### src/rtl/fc_mac_array.sv
// fc_mac_array
//   Multi-lane fully-connected MAC engine. KPF output lanes each multiply CPF
//   input channels per beat and sum them into a per-lane accumulator across a
//   multi-beat vector. The lane bias is added on the last beat. The final sum
//   is requantized with round-half-up, saturation and optional ReLU, and the
//   result is pushed into a 2-entry output FIFO with ready/valid backpressure.
//
// Ports
//   clk            clock
//   rst            asynchronous reset, active-low
//   op_din_en      input beat valid
//   op_din_eop     last beat of the current vector
//   op_din_rdy     engine can accept a beat (credit based)
//   op_din         CPF channels, channel c at [c*DIN_DW +: DIN_DW]
//   op_weight      lane k, channel c at [(k*CPF+c)*WW +: WW]
//   op_bias        lane k at [k*BIAS_DW +: BIAS_DW], sampled on the eop beat
//   blob_dout_rdy  downstream accepts a word
//   blob_dout_en   output word valid (FIFO head)
//   blob_dout_eop  head word is the last word of the frame
//   blob_dout      lane k at [k*DOUT_DW +: DOUT_DW]
module fc_mac_array #(
  parameter int CPF           = 4,
  parameter int KPF           = 2,
  parameter int DIN_DW        = 8,
  parameter int WW            = 8,
  parameter int BIAS_DW       = 8,
  parameter int BIAS_SHIFT    = 6,
  parameter int ACC_WIDTH     = 24,
  parameter int SHIFT         = 6,
  parameter int DOUT_DW       = 8,
  parameter int RELU          = 0,
  parameter int OUT_PER_FRAME = 32
) (
  input  logic                      clk,
  input  logic                      rst,
  input  logic                      op_din_en,
  input  logic                      op_din_eop,
  output logic                      op_din_rdy,
  input  logic [CPF*DIN_DW-1:0]     op_din,
  input  logic [KPF*CPF*WW-1:0]     op_weight,
  input  logic [KPF*BIAS_DW-1:0]    op_bias,
  input  logic                      blob_dout_rdy,
  output logic                      blob_dout_en,
  output logic                      blob_dout_eop,
  output logic [KPF*DOUT_DW-1:0]    blob_dout
);

  localparam int PW = DIN_DW + WW;
  localparam int FW = (OUT_PER_FRAME > 1) ? $clog2(OUT_PER_FRAME) : 1;
  localparam logic [FW-1:0] FRAME_LAST = FW'(OUT_PER_FRAME - 1);
  localparam logic signed [ACC_WIDTH:0] RND =
    (SHIFT > 0) ? ((ACC_WIDTH+1)'(1) << ((SHIFT > 0) ? SHIFT - 1 : 0)) : '0;
  localparam logic signed [ACC_WIDTH:0] OMAX = (ACC_WIDTH+1)'((1 << (DOUT_DW-1)) - 1);
  localparam logic signed [ACC_WIDTH:0] OMIN = ~OMAX;

  logic beat_acc;

  // first_q marks that the next accepted beat opens a new vector
  logic first_q;

  logic                      s1_vld_q, s1_eop_q, s1_first_q;
  logic signed [PW-1:0]      prod_q [KPF][CPF];
  logic signed [PW-1:0]      prod_d [KPF][CPF];
  logic signed [BIAS_DW-1:0] bias_q [KPF];

  logic                        s2_vld_q;
  logic signed [ACC_WIDTH-1:0] acc_q [KPF];
  logic signed [ACC_WIDTH-1:0] acc_d [KPF];

  logic signed [ACC_WIDTH:0]   rsum [KPF];
  logic signed [ACC_WIDTH:0]   rsh  [KPF];
  logic [KPF*DOUT_DW-1:0]      wdata_d;

  logic [KPF*DOUT_DW-1:0] mem_q [2];
  logic                   wr_ptr_q, rd_ptr_q;
  logic [1:0]             occ_q;
  logic [FW-1:0]          frame_q;
  logic                   push, pop;
  logic [2:0]             credit;

  // Every eop already accepted is guaranteed a FIFO slot, so the pipeline
  // never has to stall behind the output buffer.
  assign credit     = {1'b0, occ_q} + {2'b00, s1_vld_q & s1_eop_q} + {2'b00, s2_vld_q};
  assign op_din_rdy = (credit < 3'd2);
  assign beat_acc   = op_din_en & op_din_rdy;

  // ---------------- stage 1: products ----------------
  always_comb begin
    for (int k = 0; k < KPF; k++) begin
      for (int c = 0; c < CPF; c++) begin
        prod_d[k][c] = PW'($signed(op_din[c*DIN_DW +: DIN_DW])) *
                       PW'($signed(op_weight[(k*CPF+c)*WW +: WW]));
      end
    end
  end

  always_ff @(posedge clk or negedge rst) begin
    if (!rst) begin
      first_q    <= 1'b1;
      s1_vld_q   <= 1'b0;
      s1_eop_q   <= 1'b0;
      s1_first_q <= 1'b0;
      for (int k = 0; k < KPF; k++) begin
        bias_q[k] <= '0;
        for (int c = 0; c < CPF; c++) prod_q[k][c] <= '0;
      end
    end else begin
      s1_vld_q <= beat_acc;
      if (beat_acc) begin
        first_q    <= op_din_eop;
        s1_eop_q   <= op_din_eop;
        s1_first_q <= first_q;
        for (int k = 0; k < KPF; k++) begin
          for (int c = 0; c < CPF; c++) prod_q[k][c] <= prod_d[k][c];
          if (op_din_eop) bias_q[k] <= $signed(op_bias[k*BIAS_DW +: BIAS_DW]);
        end
      end
    end
  end

  // ---------------- stage 2: accumulate ----------------
  always_comb begin
    for (int k = 0; k < KPF; k++) begin
      acc_d[k] = s1_first_q ? '0 : acc_q[k];
      for (int c = 0; c < CPF; c++) acc_d[k] = acc_d[k] + ACC_WIDTH'(prod_q[k][c]);
      if (s1_eop_q) acc_d[k] = acc_d[k] + (ACC_WIDTH'(bias_q[k]) <<< BIAS_SHIFT);
    end
  end

  always_ff @(posedge clk or negedge rst) begin
    if (!rst) begin
      s2_vld_q <= 1'b0;
      for (int k = 0; k < KPF; k++) acc_q[k] <= '0;
    end else begin
      s2_vld_q <= s1_vld_q & s1_eop_q;
      if (s1_vld_q) begin
        for (int k = 0; k < KPF; k++) acc_q[k] <= acc_d[k];
      end
    end
  end

  // ---------------- stage 3: requantize into the FIFO ----------------
  // One extra bit keeps the rounding add from wrapping near full scale.
  always_comb begin
    wdata_d = '0;
    for (int k = 0; k < KPF; k++) begin
      rsum[k] = (ACC_WIDTH+1)'(acc_q[k]) + RND;
      rsh[k]  = rsum[k] >>> SHIFT;
      if (rsh[k] > OMAX)      wdata_d[k*DOUT_DW +: DOUT_DW] = OMAX[DOUT_DW-1:0];
      else if (rsh[k] < OMIN) wdata_d[k*DOUT_DW +: DOUT_DW] = OMIN[DOUT_DW-1:0];
      else                    wdata_d[k*DOUT_DW +: DOUT_DW] = rsh[k][DOUT_DW-1:0];
      if ((RELU != 0) && wdata_d[k*DOUT_DW + DOUT_DW - 1])
        wdata_d[k*DOUT_DW +: DOUT_DW] = '0;
    end
  end

  assign push          = s2_vld_q;
  assign pop           = blob_dout_en & blob_dout_rdy;
  assign blob_dout_en  = (occ_q != 2'd0);
  assign blob_dout     = mem_q[rd_ptr_q];
  assign blob_dout_eop = blob_dout_en & (frame_q == FRAME_LAST);

  always_ff @(posedge clk or negedge rst) begin
    if (!rst) begin
      mem_q[0] <= '0;
      mem_q[1] <= '0;
      wr_ptr_q <= 1'b0;
      rd_ptr_q <= 1'b0;
      occ_q    <= 2'd0;
      frame_q  <= '0;
    end else begin
      if (push) begin
        mem_q[wr_ptr_q] <= wdata_d;
        wr_ptr_q        <= ~wr_ptr_q;
      end
      if (pop) begin
        rd_ptr_q <= ~rd_ptr_q;
        frame_q  <= (frame_q == FRAME_LAST) ? '0 : frame_q + 1'b1;
      end
      case ({push, pop})
        2'b10:   occ_q <= occ_q + 2'd1;
        2'b01:   occ_q <= occ_q - 2'd1;
        default: occ_q <= occ_q;
      endcase
    end
  end

endmodule

### config.mk
export PLATFORM = sky130hd
export DESIGN_NAME = fc_mac_array
export DESIGN_NICKNAME = d
export VERILOG_FILES = /design/src/rtl/fc_mac_array.sv
export SDC_FILE = /design/constraint.sdc
export NUM_CORES = 2
export LEC_CHECK = 0
export ABC_AREA = 1
export BUFFER_PORTS_ARGS = -buffer_cell sky130_fd_sc_hd__buf_2
export CORE_MARGIN = 4
export CORE_UTILIZATION = 50
export DETAILED_ROUTE_END_ITERATION = 8
export PLACE_DENSITY = 0.7
export SLEW_MARGIN = 10
export SYNTH_ARGS = -nofsm -noshare
export SYNTH_HDL_FRONTEND = slang
export SYNTH_SLANG_ARGS = --single-unit
export TNS_END_PERCENT = 30
### constraint.sdc
create_clock -name clk -period 5.3 [get_ports clk]
set_input_delay 0.53 -clock clk [delete_from_list [all_inputs] [get_ports clk]]
set_output_delay 0.53 -clock clk [all_outputs]
set_load 0.1 [all_outputs]
* Word-level counts from Yosys, hierarchy flattened
Index checks and enable logic that the tools add are counted.
Operators by class: add/subtract/negate cells 17, multiply operators 8, magnitude comparators 8, equality and inequality tests 3, muxes and demuxes 16, bitwise operators 8, reduce and logical (&&, ||, !) cells 4
Operator list (number):
- adder 24 x 16 -> 24 bit | 8
- multiplier 8 x 8 -> 16 bit | 8
- 2-to-1 mux 24 bit | 4
- 2-to-1 mux 16 bit | 4
- adder 24 x 7 -> 25 bit (second input constant) | 2
- adder 24 x 14 -> 24 bit | 2
- > comparator 19 x 8 -> 1 bit (second input constant) | 2
- less-than comparator 19 x 8 -> 1 bit (second input constant) | 2
- bitwise mux 32 bit | 1
- 2-to-1 mux 8 bit | 4
- demux 16 bit (select 1 bit) | 1
- adder 5 x 1 -> 5 bit (second input constant) | 1
- == test 5 bit (second input constant) | 1
- 2-to-1 mux 5 bit | 1
- bitwise AND 1 bit | 4
- >= comparator 2 bit (second input constant) | 2
- inverter 1 -> 2 bit | 2
- case mux 2 bit (2 select lines) | 1
- nonzero test 2 bit | 2
- adder 2 x 1 -> 3 bit | 1
- adder 3 x 1 -> 3 bit | 1
- less-than comparator 3 x 2 -> 1 bit (second input constant) | 1
- adder 2 x 1 -> 2 bit (second input constant) | 1
- == test 2 x 1 -> 1 bit (second input constant) | 1
- other kinds (6) | 7
Word-level totals: register bits after elaboration 238, output and inout bits 19

* Depth between registers and ports, before layout
word-level depth 7, gate-level depth with buffers 31, mapped depth without buffers 31

* Worst setup path before layout
No wires, ideal clock.
path type reg-to-reg, start register, netlist name prod_q[81], end register acc_q[40] (netlist name), arrival 4.608 ns, required time 5.182 ns, path slack 0.574 ns, cell stages (with the launch flop) 24, buffers on the path 0, cell sequence dfrtp_1 > inv_1 > fa_1 > fa_1 > inv_1 > fa_1 > ha_1 > fa_1 > nand3_1 > nand2_1 > a21boi_1 > o21ai_0 > xnor2_1 > inv_1 > ha_1 > a21oi_1 > nand2_1 > a21boi_0 > o21ai_0 > nand2_1 > a21o_1 > nand3_1 > nand3_1 > nand2_1
Between the ends: word-level cells in the longest chain between the ends 4
RTL lines:
- adder 24 x 16 -> 24 bit * (2 in a row) | RTL line 125 | for (int c = 0; c < CPF; c++) acc_d[k] = acc_d[k] + ACC_WIDTH'(prod_q[k][c]);
- adder 24 x 14 -> 24 bit | RTL line 126 | if (s1_eop_q) acc_d[k] = acc_d[k] + (ACC_WIDTH'(bias_q[k]) <<< BIAS_SHIFT);
- 2-to-1 mux 24 bit * | RTL line 126
- to (decl) | RTL line 67 | logic signed [ACC_WIDTH-1:0] acc_q [KPF];
Every way passes the cells marked *; elsewhere a longest branch is shown, timed or not. A chain may end at the register's enable or synchronous reset.

* Worst setup path after layout
start register, netlist name prod_q[1], end register acc_q[19] (netlist name)
Between the ends: word-level cells in the longest chain between the ends 3
RTL lines (RTL line):
- adder 24 x 16 -> 24 bit * | 125
- adder 24 x 14 -> 24 bit | 126
- 2-to-1 mux 24 bit * | 126
Marked as above.

==> results.cfg <==
[logic_synthesis]
netlist.top_cell.by_area = fa_1
synthesis.nets = 6114
async_flop_share = 1.00
synth_top_area_frac = 0.288
netlist_instances = 5121
ys_seq_elements = 238
synth-edff-count = 0
yosysSeqAreaShare = 0.155
synth-main-ff-cell = dfrtp_1
synth.cell_area_um2 = 38400
yosys_warnings = 0
avgSynthCellArea_um2 = 7.49
ys_types = 48
synth_area_leaders = fa_1 (29%), dfrtp_1 (15%), nand2_1 (13%)

[worst_setup_path]
path_cells = inv_1 > fa_1 > fa_1 > inv_1 > fa_1 > ha_2 > fa_1 > nand2_1 > a21oi_4 > nand2_1 > nand2_2 > xnor2_1 > inv_1 > ha_1 > nand2_1 > o21ai_0 > buf_4 > nand2_1 > nand2_1 > nand3b_1 > a21oi_1 > nand3b_1 > nand3_1 > nand2_1
max_stage_delay_ns = 0.54
cp_common_cell = nand2_1
end_kind = flop
cp.required_ns = 5.78
cpMaxStageDelayCell = xnor2_1
crit_path_max_fanout = 4
worst_setup_path_start_kind = flop
worstSetupPathType = flop to flop
worst_ep_arrival_time_ns = 5.57

[die]
die_area_um2 = 81200
die_h_um = 285
start_util = 0.505
die_w_um = 285
core_um2 = 75900
io_pins = 136
rows = 101

[route]
num_vias = 31506
drt_iter0_drc = 2075
wirelength_mm = 97.1
drtAntennaViolNets = 0
vias_per_cell = 5.04
wl_per_cell_um = 15.5
drcViolationCount = 0
firstDrtPassIters = 5

[timing]
period_share = 0.959
max-slew-margin-rel = 0.318
fin_crit_ns = 5.09
rsz0062_at_grt = yes
finalSetupViolCount = 0
tns_ns = 0
finClkSkew_ns = 0.0158
final_max_slew_viol_count = 0
max_freq_mhz = 197
finalHoldViolCount = 0
tightest_slew_ns = 1.02

[global_routing]
track_usage = 0.240
overflow = 0
antenna_found_initial = 1
grt_pass1_vias = 31694
grt_start_max_net_pins = 131
grt_pass1_wl_mm = 161

[cells_and_area]
final_util = 0.548
drive_gt1_frac = 0.0752
fin_nets = 6190
syn_to_final_growth_pct = 8.48

[flow_run]
maxCapViolations = 0

[clock_tree]
cts.sinks = 238
cts-root-buf = clkbuf_16
cts_tree = yes
numCtsBuffers = 27
path_clk_slew_ns = 0.07
cts_hold_buffers = 0
htreeDepth = 1
clockBufferDepth = 3
clock_latency_ns = 0.55

[placed_design]
finalWeightedCongestion = 0.939
io_buffers = 135
dpl.hpwl_mm = 80.2

[min_path]
hp-class = primary input to asynchronous set/reset pin

[status]
status = finished, final reports clean
worst max-delay path: cells and delay by family, from the launching register on:
kind,cells,cell delay [ns]
adders and majority gates,6,2.37
and+or+nand+nor,10,0.94
xor gates and xnor gates,1,0.54
AOI/OAI and AO/OA,3,0.44
buffers and inverters,4,0.38
DFF,1,0.33
logic make-up after synthesis:
| logic type | after synthesis | share of synthesized area |
|---|---|---|
| adder cells (fa/ha/maj) | 876 | 0.394 |
| buffers and inverters | 1479 | 0.146 |
| flip-flops | 238 | 0.155 |
| AO/OA/AOI/OAI | 529 | 0.0766 |
| XOR/XNOR | 145 | 0.0333 |
| AND/OR/NAND/NOR | 1854 | 0.195 |
final timing paths:
check	start	to	slack [ns]	cells after the start
worst max-delay path	prod_q[1]	acc_q[19]	0.21	24
worst min-delay path	rst	acc_q[44]	0.05	1
worst max register to register	prod_q[1]	acc_q[19]	0.21	24
worst min register to register	mem_q[1]	mem_q[1]	0.48	2
max in group asynchronous	rst	prod_q[95]	3.95	2
min in group clk	op_bias[5]	bias_q[13]	0.18	3
cells in the final DEF (no fill, tap or decap), types with 5 or more instances in the layout:
cell / netlist / final
fa_1: 552 / 549
o31ai_1: 7 / 7
nand4_1: 40 / 40
ha_1: 324 / 301
nand2_2: 13 / 21
inv_2: 5 / 6
a21oi_1: 154 / 127
nand3b_1: 8 / 8
clkbuf_8: 0 / 6
a21o_1: 16 / 16
nor2_1: 190 / 178
o21a_1: 8 / 8
xor2_1: 81 / 78
xnor2_1: 63 / 59
o22ai_1: 24 / 24
inv_1: 1319 / 1317
dfrtp_1: 237 / 234
a31oi_1: 16 / 16
nand2_1: 1370 / 1361
nor2_4: 5 / 5
ha_4: 0 / 9
nand3_1: 162 / 160
o21ai_2: 1 / 5
a21oi_2: 1 / 26
o21bai_1: 29 / 28
buf_4: 2 / 60
o21ai_1: 10 / 14
o21ai_0: 240 / 230
clkbuf_1: 115 / 5
buf_2: 18 / 134
clkbuf_16: 0 / 27
nor2_2: 9 / 21
nor3_1: 37 / 34
ha_2: 0 / 14
or2_2: 13 / 13
routing by layer:
layer  routed length [um]  vias to the layer above  track usage
li1                     -                    15366            -
met1                44300                    15180        0.349
met2                45300                      851        0.397
met3                 5150                      109       0.0199
met4                 2320                        0       0.0508
met5                    0                        -            0
registers in the layout, summed over array words and instances (netlist names):
| name | cells |
|---|---|
| bias_q | 16 |
| rd_ptr_q | 1 |
| acc_q | 48 |
| mem_q | 32 |
| frame_q | 5 |
| s1_eop_q | 1 |
| first_q | 1 |
| s1_first_q | 1 |
| s1_vld_q | 1 |
| wr_ptr_q | 1 |
| occ_q | 2 |
| push | 1 |
| prod_q | 128 |
cell usage after synthesis (7+ instances only):
master / count
a21oi_1: 154
o31ai_1: 7
o22ai_1: 24
o21a_1: 8
fa_1: 552
nor2_2: 9
buf_2: 18
nor2_1: 190
inv_1: 1319
nand4_1: 40
clkbuf_2: 10
o21ai_1: 10
ha_1: 324
nand3_1: 162
nand2_1: 1370
clkbuf_1: 115
or2_2: 13
nor3_1: 37
dfrtp_1: 237
a21o_1: 16
o21bai_1: 29
xor2_1: 81
o21ai_0: 240
xnor2_1: 63
nand2_2: 13
nand3b_1: 8
buf_1: 7
a31oi_1: 16
repair_timing:
item,4_1_cts,5_1_grt
setup buffers,0,9
endpoints found under the setup margin,2,26
pin swaps,0,21
resized for setup,1,114
endpoints found under the hold margin,0,0
gates cloned,0,0
final cells by class:
type                       count  area, um2
antenna                        3       7.51
clock buffer                  38        777
clock inverter                 9        114
fill                        7160      34300
inverter                    1327       4980
multi-input combinational   3404      27300
sequential                   238       5960
tap                         1030       1290
timing repair buffer         199       1220
through the flow:
stage               instance area (um2)  instances  setup slack, ns  hold WS (ns)
finish                            41600       6248            0.215        0.0539
global route                      41600       6246          -0.0631         0.170
CTS                               41100       6236         -0.00701         0.150
detailed placement                40200       6189         -0.00139         0.465
global placement                  40200       6189           0.0605         0.458
floorplan                         38400       5121            0.574         0.234
Power is not shown: default switching activity piles up to over one toggle a cycle in this logic, so the estimate is an artifact.
